==> config.mk <==
export PLATFORM = sky130hd
export DESIGN_NAME = captura_monto
export DESIGN_NICKNAME = d
export VERILOG_FILES = /design/src/rtl/captura_monto_pkg.sv /design/src/rtl/detector_flanco.sv /design/src/rtl/captura_monto.sv
export SDC_FILE = /design/constraint.sdc
export NUM_CORES = 1
export LEC_CHECK = 0
export BUFFER_PORTS_ARGS = -buffer_cell sky130_fd_sc_hd__buf_4
export CELL_PAD_IN_SITES_DETAIL_PLACEMENT = 0
export CELL_PAD_IN_SITES_GLOBAL_PLACEMENT = 1
export CORE_MARGIN = 1.5
export CORE_UTILIZATION = 47
export CTS_CLUSTER_DIAMETER = 80
export CTS_CLUSTER_SIZE = 25
export DETAILED_ROUTE_END_ITERATION = 7
export PLACE_DENSITY = 0.89
export SLEW_MARGIN = 20
export SYNTH_ARGS = -nofsm -noshare
export SYNTH_HDL_FRONTEND = slang
export SYNTH_SLANG_ARGS = --single-unit
==> constraint.sdc <==
create_clock -name clock -period 3.8 [get_ports clock]
set_input_delay 0.95 -clock clock [delete_from_list [all_inputs] [get_ports clock]]
set_output_delay 0.95 -clock clock [all_outputs]
set_load 0.005 [all_outputs]
==> src/rtl/captura_monto_pkg.sv <==
// captura_monto_pkg: shared state encoding, keypad codes and the x10 accumulate step
package captura_monto_pkg;
    typedef enum logic [1:0] {IDLE, CAPTURA, ENTREGA} estado_t;
    localparam logic [3:0] TECLA_ENTER  = 4'hA;
    localparam logic [3:0] TECLA_BORRAR = 4'hB;
    localparam logic [3:0] MAX_DIGITOS  = 4'd9;
    localparam logic [3:0] ULTIMO_DIGITO = 4'd9;
    function automatic logic [31:0] por_diez_mas(input logic [31:0] a, input logic [3:0] d);
        return (a << 3) + (a << 1) + {28'd0, d};
    endfunction
endpackage

==> src/rtl/detector_flanco.sv <==
// detector_flanco: one-cycle pulse on a rising edge of in, aligned with the edge cycle
module detector_flanco (
    input  logic clock,
    input  logic reset,
    input  logic in,
    output logic pulse
);
    logic prev;
    always_ff @(posedge clock or posedge reset)
        if (reset) prev <= 1'b0;
        else prev <= in;
    assign pulse = in & ~prev;
endmodule

==> src/rtl/captura_monto.sv <==
// captura_monto: keypad amount entry for the ATM controller, up to nine decimal digits
module captura_monto
    import captura_monto_pkg::*;
(
    input  logic        clock,
    input  logic        reset,
    input  logic        HABILITAR,
    input  logic [3:0]  TECLA,
    input  logic        TECLA_STB,
    output logic [31:0] MONTO,
    output logic        MONTO_STB,
    output logic        ERROR_MONTO,
    output logic [3:0]  DIGITOS
);
    estado_t     estado;
    logic [31:0] acc;
    logic        evento;
    detector_flanco u_flanco (
        .clock(clock),
        .reset(reset),
        .in   (TECLA_STB),
        .pulse(evento)
    );
    // A stale high strobe at reset release only pulses while still IDLE, where keys are ignored
    always_ff @(posedge clock or posedge reset) begin
        if (reset) begin
            estado      <= IDLE;
            acc         <= '0;
            DIGITOS     <= '0;
            MONTO       <= '0;
            MONTO_STB   <= 1'b0;
            ERROR_MONTO <= 1'b0;
        end else begin
            MONTO_STB   <= 1'b0;
            ERROR_MONTO <= 1'b0;
            case (estado)
                IDLE: if (HABILITAR) begin
                    estado  <= CAPTURA;
                    acc     <= '0;
                    DIGITOS <= '0;
                end
                CAPTURA: if (!HABILITAR) begin
                    estado  <= IDLE;
                    acc     <= '0;
                    DIGITOS <= '0;
                end else if (evento) begin
                    if (TECLA <= ULTIMO_DIGITO) begin
                        if (DIGITOS < MAX_DIGITOS) begin
                            acc     <= por_diez_mas(acc, TECLA);
                            DIGITOS <= DIGITOS + 4'd1;
                        end else ERROR_MONTO <= 1'b1;
                    end else if (TECLA == TECLA_ENTER) begin
                        if (DIGITOS == 4'd0) ERROR_MONTO <= 1'b1;
                        else begin
                            MONTO     <= acc;
                            MONTO_STB <= 1'b1;
                            estado    <= ENTREGA;
                        end
                    end else if (TECLA == TECLA_BORRAR) begin
                        acc     <= '0;
                        DIGITOS <= '0;
                    end
                end
                ENTREGA: begin
                    estado  <= IDLE;
                    acc     <= '0;
                    DIGITOS <= '0;
                end
                default: estado <= IDLE;
            endcase
        end
    end
endmodule

### Word level (Yosys, flattened, before mapping)

Index checks and enable logic that the tools add are counted.

| word-level totals | value |
|---|---|
| register bits after elaboration | 73 |
| input port bits | 8 |

| cells by class | value |
|---|---|
| $add $sub $neg | 3 |
| $lt $le $gt $ge | 2 |
| eq/ne operators | 12 |
| muxes and demuxes | 36 |
| bitwise gates (word level) | 4 |
| reductions and logical operators | 6 |

Operator list:

| kind | count |
|---|---|
| 32-bit 2-to-1 mux | 7 |
| 32-bit one-hot mux with 3 select lines | 1 |
| 32-bit adder | 1 |
| 32-bit by 4-bit adder with 32-bit output | 1 |
| 4-bit 2-to-1 mux | 7 |
| 1-bit 2-to-1 mux | 13 |
| 2-bit 2-to-1 mux | 6 |
| 3-bit inequality test, second input constant | 4 |
| 4-bit inequality test, second input constant | 3 |
| 4-bit one-hot mux with 3 select lines | 1 |
| 6-bit AND reduction | 2 |
| 4-bit equality test, second input constant | 2 |
| 5-bit AND reduction | 1 |
| 4-bit by 1-bit adder with 4-bit output, second input constant | 1 |
| 4-bit less-or-equal comparator, second input constant | 1 |
| 4-bit zero test | 1 |
| 4-bit less-than comparator, second input constant | 1 |
| 2-bit one-hot mux with 2 select lines | 1 |
| 1-bit NOT | 3 |
| 3-bit nonzero test | 1 |
| 2-bit by 1-bit equality test with 1-bit output, second input constant | 1 |
| 2-bit equality test, second input constant | 1 |
| 2-bit zero test | 1 |
| 2-bit inequality test, second input constant | 1 |
| 1-bit AND | 1 |

### Longest topological paths before layout

Gate-level depths: netlist (run 1).

| depth | value |
|---|---|
| depth after elaboration | 7 |
| mapped depth | 11 |
| gate-level depth less buffers | 11 |

### By module

A second synthesis (run 1) with hierarchy kept.

| second synthesis, totals | value |
|---|---|
| cell total of the unflattened synthesis | 532 |
| area total of the unflattened synthesis | 4,729.5 sq um |

By module, submodules not included:

| module | instances | cells each | area an instance (sq um) | sequential area each (sq um) |
|---|---|---|---|---|
| captura_monto | 1 | 529 | 4,687.0 | 1,801.7 |
| detector_flanco | 1 | 3 | 42.5 | 25.0 |

### Worst setup path before layout (run 1)

Ideal clock, no wire load.

| timing | value |
|---|---|
| kind | input port to flip-flop |
| start point | input TECLA[3] |
| end point | register acc[26] |
| arrival time | 3,243 ps |
| required time | 3,679 ps |
| path slack | 436 ps |
| stages on the path | 11 |
| buffers on the path | 0 |
| cell sequence | inv_1 > fa_1 > inv_1 > fa_1 > a211oi_1 > nor2_1 > o21ai_2 > o21ai_1 > a31oi_2 > xnor2_1 > a22o_1 |

| on the way | value |
|---|---|
| longest elaborated chain between the ends | 6 |

RTL lines:

| what | RTL line | text |
|---|---|---|
| start: declaration | captura_monto.sv:8 | `input logic [3:0] TECLA,` |
| 32-bit by 4-bit adder with 32-bit output | captura_monto_pkg.sv:9 | `return (a << 3) + (a << 1) + {28'd0, d};` |
| 32-bit 2-to-1 mux | captura_monto.sv:48 | `if (DIGITOS < MAX_DIGITOS) begin` |
| 32-bit 2-to-1 mux | captura_monto.sv:47 | `if (TECLA <= ULTIMO_DIGITO) begin` |
| 32-bit 2-to-1 mux | captura_monto.sv:46 | `end else if (evento) begin` |
| 32-bit 2-to-1 mux | captura_monto.sv:42 | `CAPTURA: if (!HABILITAR) begin` |
| 32-bit one-hot mux with 3 select lines | captura_monto.sv:36 | `case (estado)` |
| end signal: assignment | captura_monto.sv:49 | `acc <= por_diez_mas(acc, TECLA);` |
| end: declaration | captura_monto.sv:16 | `logic [31:0] acc;` |

Several ways; a longest one is shown, not always the timed one. The select of a mux whose other input is x is not followed.
A chain may end at the register's enable or synchronous reset.

### Worst setup path in the final report (run 1)

Ends and elaborated chain as after synthesis.

==> impl_metrics.xml, run 1 <==
<?xml version="1.0" encoding="UTF-8"?>
<metrics>
  <group name="synthesis">
    <metric name="netlist-cell-type-count" unit="">56</metric>
    <metric name="synth_seq_cells" unit="">73</metric>
    <metric name="synth-warning-count" unit="">0</metric>
    <metric name="async_set_or_reset_flop_fraction_in_the_synthesized_netlist" unit="%">100</metric>
    <metric name="synth_enable_flop_cells" unit="">0</metric>
    <metric name="synth_seq_area_share" unit="%">37.0</metric>
    <metric name="synth_flop_cell" unit="">sky130_fd_sc_hd__dfrtp_1</metric>
    <metric name="post_synth_inst_count" unit="">488</metric>
    <metric name="netlist_area" unit="um^2">4940</metric>
    <metric name="mappedNetlistNets" unit="">558</metric>
    <metric name="synthesis.area_per_instance" unit="um^2">10.1</metric>
  </group>
  <group name="global_routing">
    <metric name="met1_resource_use_gr" unit="%">27.4</metric>
    <metric name="number_of_global_route_vias_before_repair" unit="">3866</metric>
    <metric name="antenna_violations_before_repair" unit="">0</metric>
    <metric name="grt_max_degree" unit="">42</metric>
    <metric name="groute.layer.met3.usage" unit="%">4.02</metric>
    <metric name="grt_first_pass_wirelength" unit="um">18400</metric>
    <metric name="grt_use_total" unit="%">20.7</metric>
    <metric name="grt-busiest-layer" unit="">met2</metric>
    <metric name="grtUsageMet2" unit="%">33.6</metric>
    <metric name="global_route.overflow_total" unit="">0</metric>
  </group>
  <group name="die">
    <metric name="floorplan.die_area" unit="um^2">11100</metric>
    <metric name="start_util" unit="%">48.1</metric>
    <metric name="die-width" unit="um">106</metric>
    <metric name="fp-row-count" unit="">37</metric>
    <metric name="die_y" unit="um">106</metric>
    <metric name="io_pins" unit="">46</metric>
    <metric name="design.core.area" unit="um^2">10300</metric>
  </group>
  <group name="setup_path">
    <metric name="cp.required" unit="ns">4.06</metric>
    <metric name="timing.setup.critical_path_class" unit="">primary input to flop</metric>
    <metric name="crit_arrival" unit="ns">3.64</metric>
    <metric name="rr_startpoint" unit="">acc[0]$_DFFE_PP0P_</metric>
    <metric name="family_with_the_most_delay_on_the_worst_path" unit="">compound AO/OA/AOI/OAI gates</metric>
    <metric name="critical_path.cell_chain" unit="">buf_4 -&gt; inv_1 -&gt; fa_1 -&gt; inv_1 -&gt; fa_1 -&gt; a211oi_1 -&gt; nor2_1 -&gt; o21ai_2 -&gt; o21ai_1 -&gt; a31oi_2 -&gt; xnor2_1 -&gt; a22o_1</metric>
    <metric name="worstRegToRegCells" unit="">11</metric>
    <metric name="cp_slowest_cell" unit="">sky130_fd_sc_hd__fa_1</metric>
    <metric name="cp-startpoint" unit="">TECLA[3]</metric>
    <metric name="timing.critical_path.fanout_max" unit="">4</metric>
    <metric name="cp_num_cells" unit="">12</metric>
    <metric name="timing.critical_path.to_type" unit="">flop</metric>
    <metric name="critPathBufInv" unit="">3</metric>
    <metric name="crit_path_max_incr_delay" unit="ns">0.53</metric>
    <metric name="worst_setup_path_start_kind" unit="">primary input</metric>
  </group>
  <group name="clocking">
    <metric name="post_cts.resized_instances" unit="">0</metric>
    <metric name="cts_buffers" unit="">9</metric>
    <metric name="cts_tree" unit="">yes</metric>
    <metric name="clockRootBuffer" unit="">sky130_fd_sc_hd__clkbuf_8</metric>
    <metric name="cts_post_setup_buffers_inserted" unit="">0</metric>
    <metric name="cts-hold-fix-buffers" unit="">0</metric>
    <metric name="cts.htree.levels" unit="">3</metric>
    <metric name="clkLatencyLatePin" unit="ns">0.37</metric>
    <metric name="clock_sinks" unit="">73</metric>
    <metric name="cts_max_path_buffers" unit="">2</metric>
    <metric name="cts.clk_slew.worst_paths" unit="ns">0.08</metric>
  </group>
  <group name="routing">
    <metric name="drc" unit="">0</metric>
    <metric name="routed_wire_length_per_instance" unit="um">15.9</metric>
    <metric name="routed_wl" unit="um">10700</metric>
    <metric name="detailedRoute.firstPassIterationCount" unit="">5</metric>
    <metric name="detail-route-antenna-nets" unit="">0</metric>
    <metric name="avgViaCountPerCell" unit="">5.74</metric>
    <metric name="drt-initial-drc-count" unit="">209</metric>
    <metric name="dr_total_vias" unit="">3867</metric>
  </group>
  <group name="cells_and_area">
    <metric name="final-instance-count-excl-fill" unit="">674</metric>
    <metric name="final_cell_mix" unit="">73 x sky130_fd_sc_hd__dfrtp_1, 60 x sky130_fd_sc_hd__ha_1, 50 x sky130_fd_sc_hd__buf_4</metric>
    <metric name="num-nets-final" unit="">603</metric>
    <metric name="layout.cells.most_common" unit="">sky130_fd_sc_hd__dfrtp_1</metric>
    <metric name="insertedDiodeCount" unit="">0</metric>
    <metric name="syn_to_final_growth" unit="%">14.3</metric>
    <metric name="n_fill_cell" unit="">927</metric>
    <metric name="register_area" unit="um^2">1830</metric>
    <metric name="fraction_of_final_layout_cells_with_drive_strength_greater_than_1" unit="%">17.3</metric>
    <metric name="multi_input_area" unit="um^2">2960</metric>
  </group>
  <group name="min_path">
    <metric name="worstHoldPathCells" unit="">1</metric>
    <metric name="holdCritPathClass" unit="">flop to flop</metric>
    <metric name="holdCritStartpoint" unit="">MONTO[22]$_DFFE_PP0P_</metric>
  </group>
  <group name="pwr">
    <metric name="clock_power_share" unit="%">42.2</metric>
    <metric name="power.static_leakage" unit="nW">2.94</metric>
    <metric name="powerDensity" unit="nW/um^2">273</metric>
    <metric name="vdd_ir_max" unit="uV">171</metric>
    <metric name="pwr-share-comb" unit="%">6.7</metric>
    <metric name="internal_power" unit="mW">1.17</metric>
    <metric name="pwr-share-seq" unit="%">51.1</metric>
    <metric name="p_sw" unit="mW">0.368</metric>
    <metric name="power.switching_fraction" unit="%">23.9</metric>
  </group>
  <group name="timing">
    <metric name="worstMarginPinSlew" unit="ns">0.786</metric>
    <metric name="timing.slew.headroom" unit="%">47.4</metric>
    <metric name="layout_min_cycle_time" unit="ns">3.38</metric>
    <metric name="rsz_0062_raised_after_global_routing" unit="">false</metric>
    <metric name="fin_crit_sh" unit="%">89.0</metric>
    <metric name="report.final.setup_viol" unit="">0</metric>
    <metric name="fin_tns_setup" unit="ns">0</metric>
    <metric name="skew_final" unit="ns">0.0105</metric>
    <metric name="final_hold_viol_count" unit="">0</metric>
    <metric name="timing.final.max_slew_violations" unit="">0</metric>
    <metric name="max_freq" unit="MHz">296</metric>
  </group>
  <group name="placement">
    <metric name="io_buffer_count" unit="">45</metric>
    <metric name="dpl.cell_count" unit="">658</metric>
    <metric name="hpwl" unit="um">8110</metric>
    <metric name="finalWeightedCongestion" unit="">0.887</metric>
  </group>
  <group name="flow_run">
    <metric name="max_capacitance_violation_total" unit="">0</metric>
  </group>
  <group name="run_status">
    <metric name="outcome" unit="">complete, no violations</metric>
  </group>
</metrics>
[through the flow]
| stage | power (mW) | util [%] | hold slack (ns) | setup slack, ns | cell area (um^2) |
|---|---|---|---|---|---|
| after floorplan | 0.874 | - | 0.454 | 0.436 | 4940 |
| after global placement | 0.906 | 52.9 | 0.468 | 0.168 | 5440 |
| after detailed placement | 0.908 | 52.9 | 0.476 | 0.0716 | 5440 |
| after CTS | 1.56 | 55.0 | 0.492 | 0.448 | 5650 |
| after global routing | 1.60 | 55.0 | 0.507 | 0.209 | 5650 |
| final | 1.54 | 55.0 | 0.488 | 0.418 | 5650 |
[kinds of logic after synthesis]
logic type / share of synthesized area (%)
AOI/OAI and AO/OA: 19.6
and+or+nand+nor: 11.6
DFF: 37.0
adders and majority gates: 16.0
buffers and inverters: 3.12
muxes: 7.52
xor gates and xnor gates: 5.14
[flip-flops by register name (all words and copies together) (netlist names)]
register	cells
MONTO	32
MONTO_STB	1
ERROR_MONTO	1
acc	32
u_flanco.prev	1
estado	2
DIGITOS	4
[final cells by class]
| class | instances | area share [%] |
|---|---|---|
| repair buffers | 52 | 7.35 |
| multi-input cells | 380 | 52.5 |
| well taps | 136 | 3.01 |
| flip-flops and latches | 73 | 32.3 |
| inverters | 17 | 1.13 |
| clock buffers | 14 | 3.06 |
| clock inverters | 2 | 0.620 |
[synth_stat cells, types with 2 or more instances]
| library cell | n | area share, % |
|---|---|---|
| sky130_fd_sc_hd__a211oi_1 | 5 | 0.76 |
| sky130_fd_sc_hd__a21o_1 | 5 | 0.76 |
| sky130_fd_sc_hd__a21oi_1 | 29 | 2.9 |
| sky130_fd_sc_hd__a21oi_2 | 2 | 0.35 |
| sky130_fd_sc_hd__a22o_1 | 21 | 3.7 |
| sky130_fd_sc_hd__a31oi_1 | 4 | 0.51 |
| sky130_fd_sc_hd__a31oi_2 | 2 | 0.51 |
| sky130_fd_sc_hd__a41oi_1 | 4 | 0.71 |
| sky130_fd_sc_hd__and3_1 | 4 | 0.51 |
| sky130_fd_sc_hd__buf_2 | 12 | 1.2 |
| sky130_fd_sc_hd__clkbuf_1 | 5 | 0.38 |
| sky130_fd_sc_hd__dfrtp_1 | 73 | 37 |
| sky130_fd_sc_hd__fa_1 | 2 | 0.81 |
| sky130_fd_sc_hd__ha_1 | 60 | 15 |
| sky130_fd_sc_hd__inv_1 | 17 | 1.3 |
| sky130_fd_sc_hd__mux2_1 | 22 | 5.0 |
| sky130_fd_sc_hd__mux2_2 | 11 | 2.5 |
| sky130_fd_sc_hd__nand2_1 | 48 | 3.6 |
| sky130_fd_sc_hd__nand2b_1 | 5 | 0.63 |
| sky130_fd_sc_hd__nand3_1 | 9 | 0.91 |
| sky130_fd_sc_hd__nand4_1 | 9 | 1.1 |
| sky130_fd_sc_hd__nor2_1 | 26 | 2.0 |
| sky130_fd_sc_hd__nor2b_1 | 6 | 0.76 |
| sky130_fd_sc_hd__nor3_1 | 3 | 0.30 |
| sky130_fd_sc_hd__nor3b_1 | 2 | 0.30 |
| sky130_fd_sc_hd__o211ai_1 | 3 | 0.46 |
| sky130_fd_sc_hd__o21ai_0 | 22 | 2.2 |
| sky130_fd_sc_hd__o21ai_1 | 12 | 1.2 |
| sky130_fd_sc_hd__o21bai_1 | 8 | 1.2 |
| sky130_fd_sc_hd__o31ai_1 | 4 | 0.61 |
| sky130_fd_sc_hd__xnor2_1 | 21 | 3.7 |
| sky130_fd_sc_hd__xor2_1 | 8 | 1.4 |
[power by group through the flow]
stage	registers, mW	clock network (mW)	logic [mW]
6_report	0.789	0.650	0.103
4_1_cts	0.789	0.664	0.105
3_5_place_dp	0.804	0	0.104
2_1_floorplan	0.802	0	0.0719
3_3_place_gp	0.804	0	0.102
5_1_grt	0.789	0.695	0.119
[worst reg2reg max path, delay by kind of cell, from the launching register on]
kind	cells	cell delay [ns]
AOI/OAI and AO/OA	5	1.20
adders and majority gates	2	0.97
DFF	1	0.40
buffers and inverters	2	0.14
and+or+nand+nor	1	0.13
xor gates and xnor gates	1	0.13
[per-layer routing]
layer | wire length (um) | vias up
li1 | - | 1878
met1 | 5020 | 1887
met2 | 5020 | 84
met3 | 469 | 18
met4 | 186 | 0
met5 | 0 | -
[path summary, 6_finish.rpt]
check	slack (ns)	endpoint
max	0.42	acc[26]$_DFFE_PP0P_
min	0.49	MONTO[22]$_DFFE_PP0P_
max reg2reg	0.72	acc[26]$_DFFE_PP0P_
min reg2reg	0.49	MONTO[22]$_DFFE_PP0P_
max in group asynchronous	2.42	acc[15]$_DFFE_PP0P_
min in group asynchronous	0.71	DIGITOS[2]$_DFFE_PP0P_
Note: power is estimated with default switching activity, not from simulation.
==> run 2: changes to the inputs <==
--- a/config.mk
+++ b/config.mk
@@ -13,6 +13,7 @@
 export CTS_CLUSTER_DIAMETER = 80
 export CTS_CLUSTER_SIZE = 25
 export DETAILED_ROUTE_END_ITERATION = 7
+export MAX_ROUTING_LAYER = met4
 export PLACE_DENSITY = 0.89
 export SLEW_MARGIN = 20
 export SYNTH_ARGS = -nofsm -noshare
==> run 2 against run 1 <==
  * Combinational power about the same
  * Critical path depth unchanged
  * Worst setup slack gained 0.029 ns
  * Sequential power hardly changed
  * Power shrank 3.0%
  * Clock power is 6.8% lower
  * Largest power group unchanged
==> impl_metrics.xml, run 2 (synthesis gave the netlist of run 1 again) <==
<?xml version="1.0" encoding="UTF-8"?>
<metrics>
  <group name="placement">
    <metric name="pre_cts_slack" unit="ns">0.101</metric>
    <metric name="finalWeightedCongestion" unit="">0.901</metric>
    <metric name="hpwl" unit="um">8270</metric>
    <metric name="io_buffer_count" unit="">45</metric>
  </group>
  <group name="setup_path">
    <metric name="timing.setup.critical_path_class" unit="">primary input to flop</metric>
    <metric name="cp.required" unit="ns">4.05</metric>
    <metric name="rr_endpoint" unit="">acc[26]$_DFFE_PP0P_</metric>
    <metric name="rrSetupSlack" unit="ns">0.75</metric>
    <metric name="rr_startpoint" unit="">acc[0]$_DFFE_PP0P_</metric>
    <metric name="worstRegToRegCells" unit="">11</metric>
    <metric name="crit_arrival" unit="ns">3.60</metric>
    <metric name="cp-startpoint" unit="">TECLA[3]</metric>
    <metric name="worst_setup_path_start_kind" unit="">primary input</metric>
    <metric name="timing.critical_path.to_type" unit="">flop</metric>
    <metric name="timing.critical_path.fanout_max" unit="">4</metric>
  </group>
  <group name="die">
    <metric name="design.core.area" unit="um^2">10300</metric>
    <metric name="die-width" unit="um">106</metric>
    <metric name="fp-row-count" unit="">37</metric>
    <metric name="start_util" unit="%">48.1</metric>
    <metric name="die_y" unit="um">106</metric>
    <metric name="io_pins" unit="">46</metric>
    <metric name="floorplan.die_area" unit="um^2">11100</metric>
  </group>
  <group name="clocking">
    <metric name="cts_max_path_buffers" unit="">2</metric>
    <metric name="cts_post_setup_buffers_inserted" unit="">0</metric>
    <metric name="clock_sinks" unit="">73</metric>
    <metric name="cts.htree.levels" unit="">3</metric>
    <metric name="cts_buffers" unit="">9</metric>
    <metric name="cts_tree" unit="">yes</metric>
    <metric name="cts-hold-fix-buffers" unit="">0</metric>
    <metric name="post_cts.resized_instances" unit="">0</metric>
    <metric name="clockRootBuffer" unit="">sky130_fd_sc_hd__clkbuf_8</metric>
    <metric name="cts.clk_slew.worst_paths" unit="ns">0.07</metric>
    <metric name="clkLatencyLatePin" unit="ns">0.36</metric>
  </group>
  <group name="global_routing">
    <metric name="grt_max_degree" unit="">39</metric>
    <metric name="antenna_violations_before_repair" unit="">0</metric>
    <metric name="number_of_global_route_vias_before_repair" unit="">3950</metric>
    <metric name="grt_first_pass_wirelength" unit="um">18900</metric>
    <metric name="global_route.overflow_total" unit="">0</metric>
    <metric name="grt_use_total" unit="%">21.7</metric>
  </group>
  <group name="flow_run">
    <metric name="max_capacitance_violation_total" unit="">0</metric>
  </group>
  <group name="routing">
    <metric name="routed_wire_length_per_instance" unit="um">16.2</metric>
    <metric name="dr_total_vias" unit="">3838</metric>
    <metric name="drc" unit="">0</metric>
    <metric name="routed_wl" unit="um">10900</metric>
    <metric name="met3WireLength" unit="um">424</metric>
    <metric name="highest_layer_used_for_signal_routing" unit="">met4</metric>
    <metric name="detailedRoute.firstPassIterationCount" unit="">4</metric>
    <metric name="drt-initial-drc-count" unit="">149</metric>
    <metric name="avgViaCountPerCell" unit="">5.69</metric>
    <metric name="met2_length" unit="um">5320</metric>
    <metric name="detail_route.wirelength.met1" unit="um">5060</metric>
    <metric name="detail-route-antenna-nets" unit="">0</metric>
  </group>
  <group name="min_path">
    <metric name="worst_hold_path.endpoint" unit="">MONTO[20]$_DFFE_PP0P_</metric>
    <metric name="holdCritStartpoint" unit="">MONTO[20]$_DFFE_PP0P_</metric>
    <metric name="holdCritPathClass" unit="">flop to flop</metric>
    <metric name="worstHoldPathCells" unit="">1</metric>
  </group>
  <group name="pwr">
    <metric name="p_sw" unit="mW">0.359</metric>
    <metric name="power.switching_fraction" unit="%">24.0</metric>
    <metric name="post-layout-total-power" unit="mW">1.50</metric>
    <metric name="clock_power_share" unit="%">40.5</metric>
    <metric name="powerDensity" unit="nW/um^2">266</metric>
    <metric name="pwr-share-seq" unit="%">52.7</metric>
    <metric name="pwr-share-comb" unit="%">6.8</metric>
    <metric name="power.static_leakage" unit="nW">2.93</metric>
    <metric name="internal_power" unit="mW">1.14</metric>
    <metric name="vdd_ir_max" unit="uV">133</metric>
  </group>
  <group name="timing">
    <metric name="worstMarginPinSlew" unit="ns">0.783</metric>
    <metric name="fin_ws" unit="ns">0.446</metric>
    <metric name="fin_crit_sh" unit="%">88.3</metric>
    <metric name="fin_tns_setup" unit="ns">0</metric>
    <metric name="rsz_0062_raised_after_global_routing" unit="">false</metric>
    <metric name="hold_ws" unit="ns">0.490</metric>
    <metric name="timing.final.max_slew_violations" unit="">0</metric>
    <metric name="report.final.setup_viol" unit="">0</metric>
    <metric name="skew_final" unit="ns">0.00908</metric>
    <metric name="final_hold_viol_count" unit="">0</metric>
    <metric name="layout_min_cycle_time" unit="ns">3.35</metric>
    <metric name="timing.slew.headroom" unit="%">47.7</metric>
    <metric name="max_freq" unit="MHz">298</metric>
  </group>
  <group name="cells_and_area">
    <metric name="num-nets-final" unit="">603</metric>
    <metric name="biggestRegsByFlops" unit="">MONTO: 32 flops, acc: 32 flops, DIGITOS: 4 flops</metric>
    <metric name="insertedDiodeCount" unit="">0</metric>
    <metric name="final_cell_mix" unit="">73 x sky130_fd_sc_hd__dfrtp_1, 60 x sky130_fd_sc_hd__ha_1, 50 x sky130_fd_sc_hd__buf_4</metric>
    <metric name="layout.cells.most_common" unit="">sky130_fd_sc_hd__dfrtp_1</metric>
    <metric name="n_fill_cell" unit="">960</metric>
    <metric name="syn_to_final_growth" unit="%">14.0</metric>
    <metric name="fraction_of_final_layout_cells_with_drive_strength_greater_than_1" unit="%">17.1</metric>
  </group>
  <group name="run_status">
    <metric name="outcome" unit="">complete, no violations</metric>
  </group>
</metrics>
==> run 2: changes by cell type in the layout (fill, tap and decap cells not counted), sizes merged <==
cell / change
clkbuf: -1
clkinv: +1
==> run 2: per-stage QoR <==
stage | cells | utilization [%] | instance area, um^2
detailed placement | 658 | 52.9 | 5440
floorplan | 488 | - | 4940
finish | 674 | 54.8 | 5630
global route | 674 | 54.8 | 5630
CTS | 674 | 54.8 | 5630
global placement | 658 | 52.9 | 5440
==> run 2: routing by layer <==
layer / GRT usage, % / vias up
met5: - / -
met4: 6.95 / 0
met3: 3.22 / 12
met2: 36.4 / 81
met1: 27.2 / 1864
li1: - / 1881
==> run 2: critical path, stage by stage <==
cell                       delay [ns]
sky130_fd_sc_hd__buf_4           0.09
sky130_fd_sc_hd__inv_1           0.06
sky130_fd_sc_hd__fa_1            0.53
sky130_fd_sc_hd__inv_1           0.07
sky130_fd_sc_hd__fa_1            0.48
sky130_fd_sc_hd__a211oi_1        0.33
sky130_fd_sc_hd__nor2_1          0.13
sky130_fd_sc_hd__o21ai_2         0.17
sky130_fd_sc_hd__o21ai_1         0.19
sky130_fd_sc_hd__a31oi_2         0.30
sky130_fd_sc_hd__xnor2_1         0.10
sky130_fd_sc_hd__a22o_1          0.21
==> run 2: worst max path at each step <==
stage	to	slack, ns	cells after the start
2_1_floorplan	acc[26]$_DFFE_PP0P_	0.44	11
3_3_place_gp	acc[26]$_DFFE_PP0P_	0.16	12
3_5_place_dp	acc[26]$_DFFE_PP0P_	0.10	12
4_1_cts	acc[26]$_DFFE_PP0P_	0.46	12
5_1_grt	acc[26]$_DFFE_PP0P_	0.26	12
6_report	acc[26]$_DFFE_PP0P_	0.45	12
==> run 2: final cells by class <==
| cell class | instances | area, um^2 | area share [%] |
|---|---|---|---|
| Clock inverter | 3 | 40.0 | 0.711 |
| Sequential cell | 73 | 1830 | 32.5 |
| Multi-Input combinational cell | 380 | 2960 | 52.7 |
| Timing Repair Buffer | 52 | 415 | 7.38 |
| Tap cell | 136 | 170 | 3.02 |
| Inverter | 17 | 63.8 | 1.13 |
| Clock buffer | 13 | 149 | 2.65 |
==> run 2: power by group through the flow <==
stage	logic (mW)	registers (mW)	clock network [mW]
after floorplan	0.0719	0.802	0
after global placement	0.102	0.804	0
after detailed placement	0.102	0.804	0
after CTS	0.103	0.789	0.619
after global routing	0.117	0.789	0.654
final	0.102	0.789	0.606
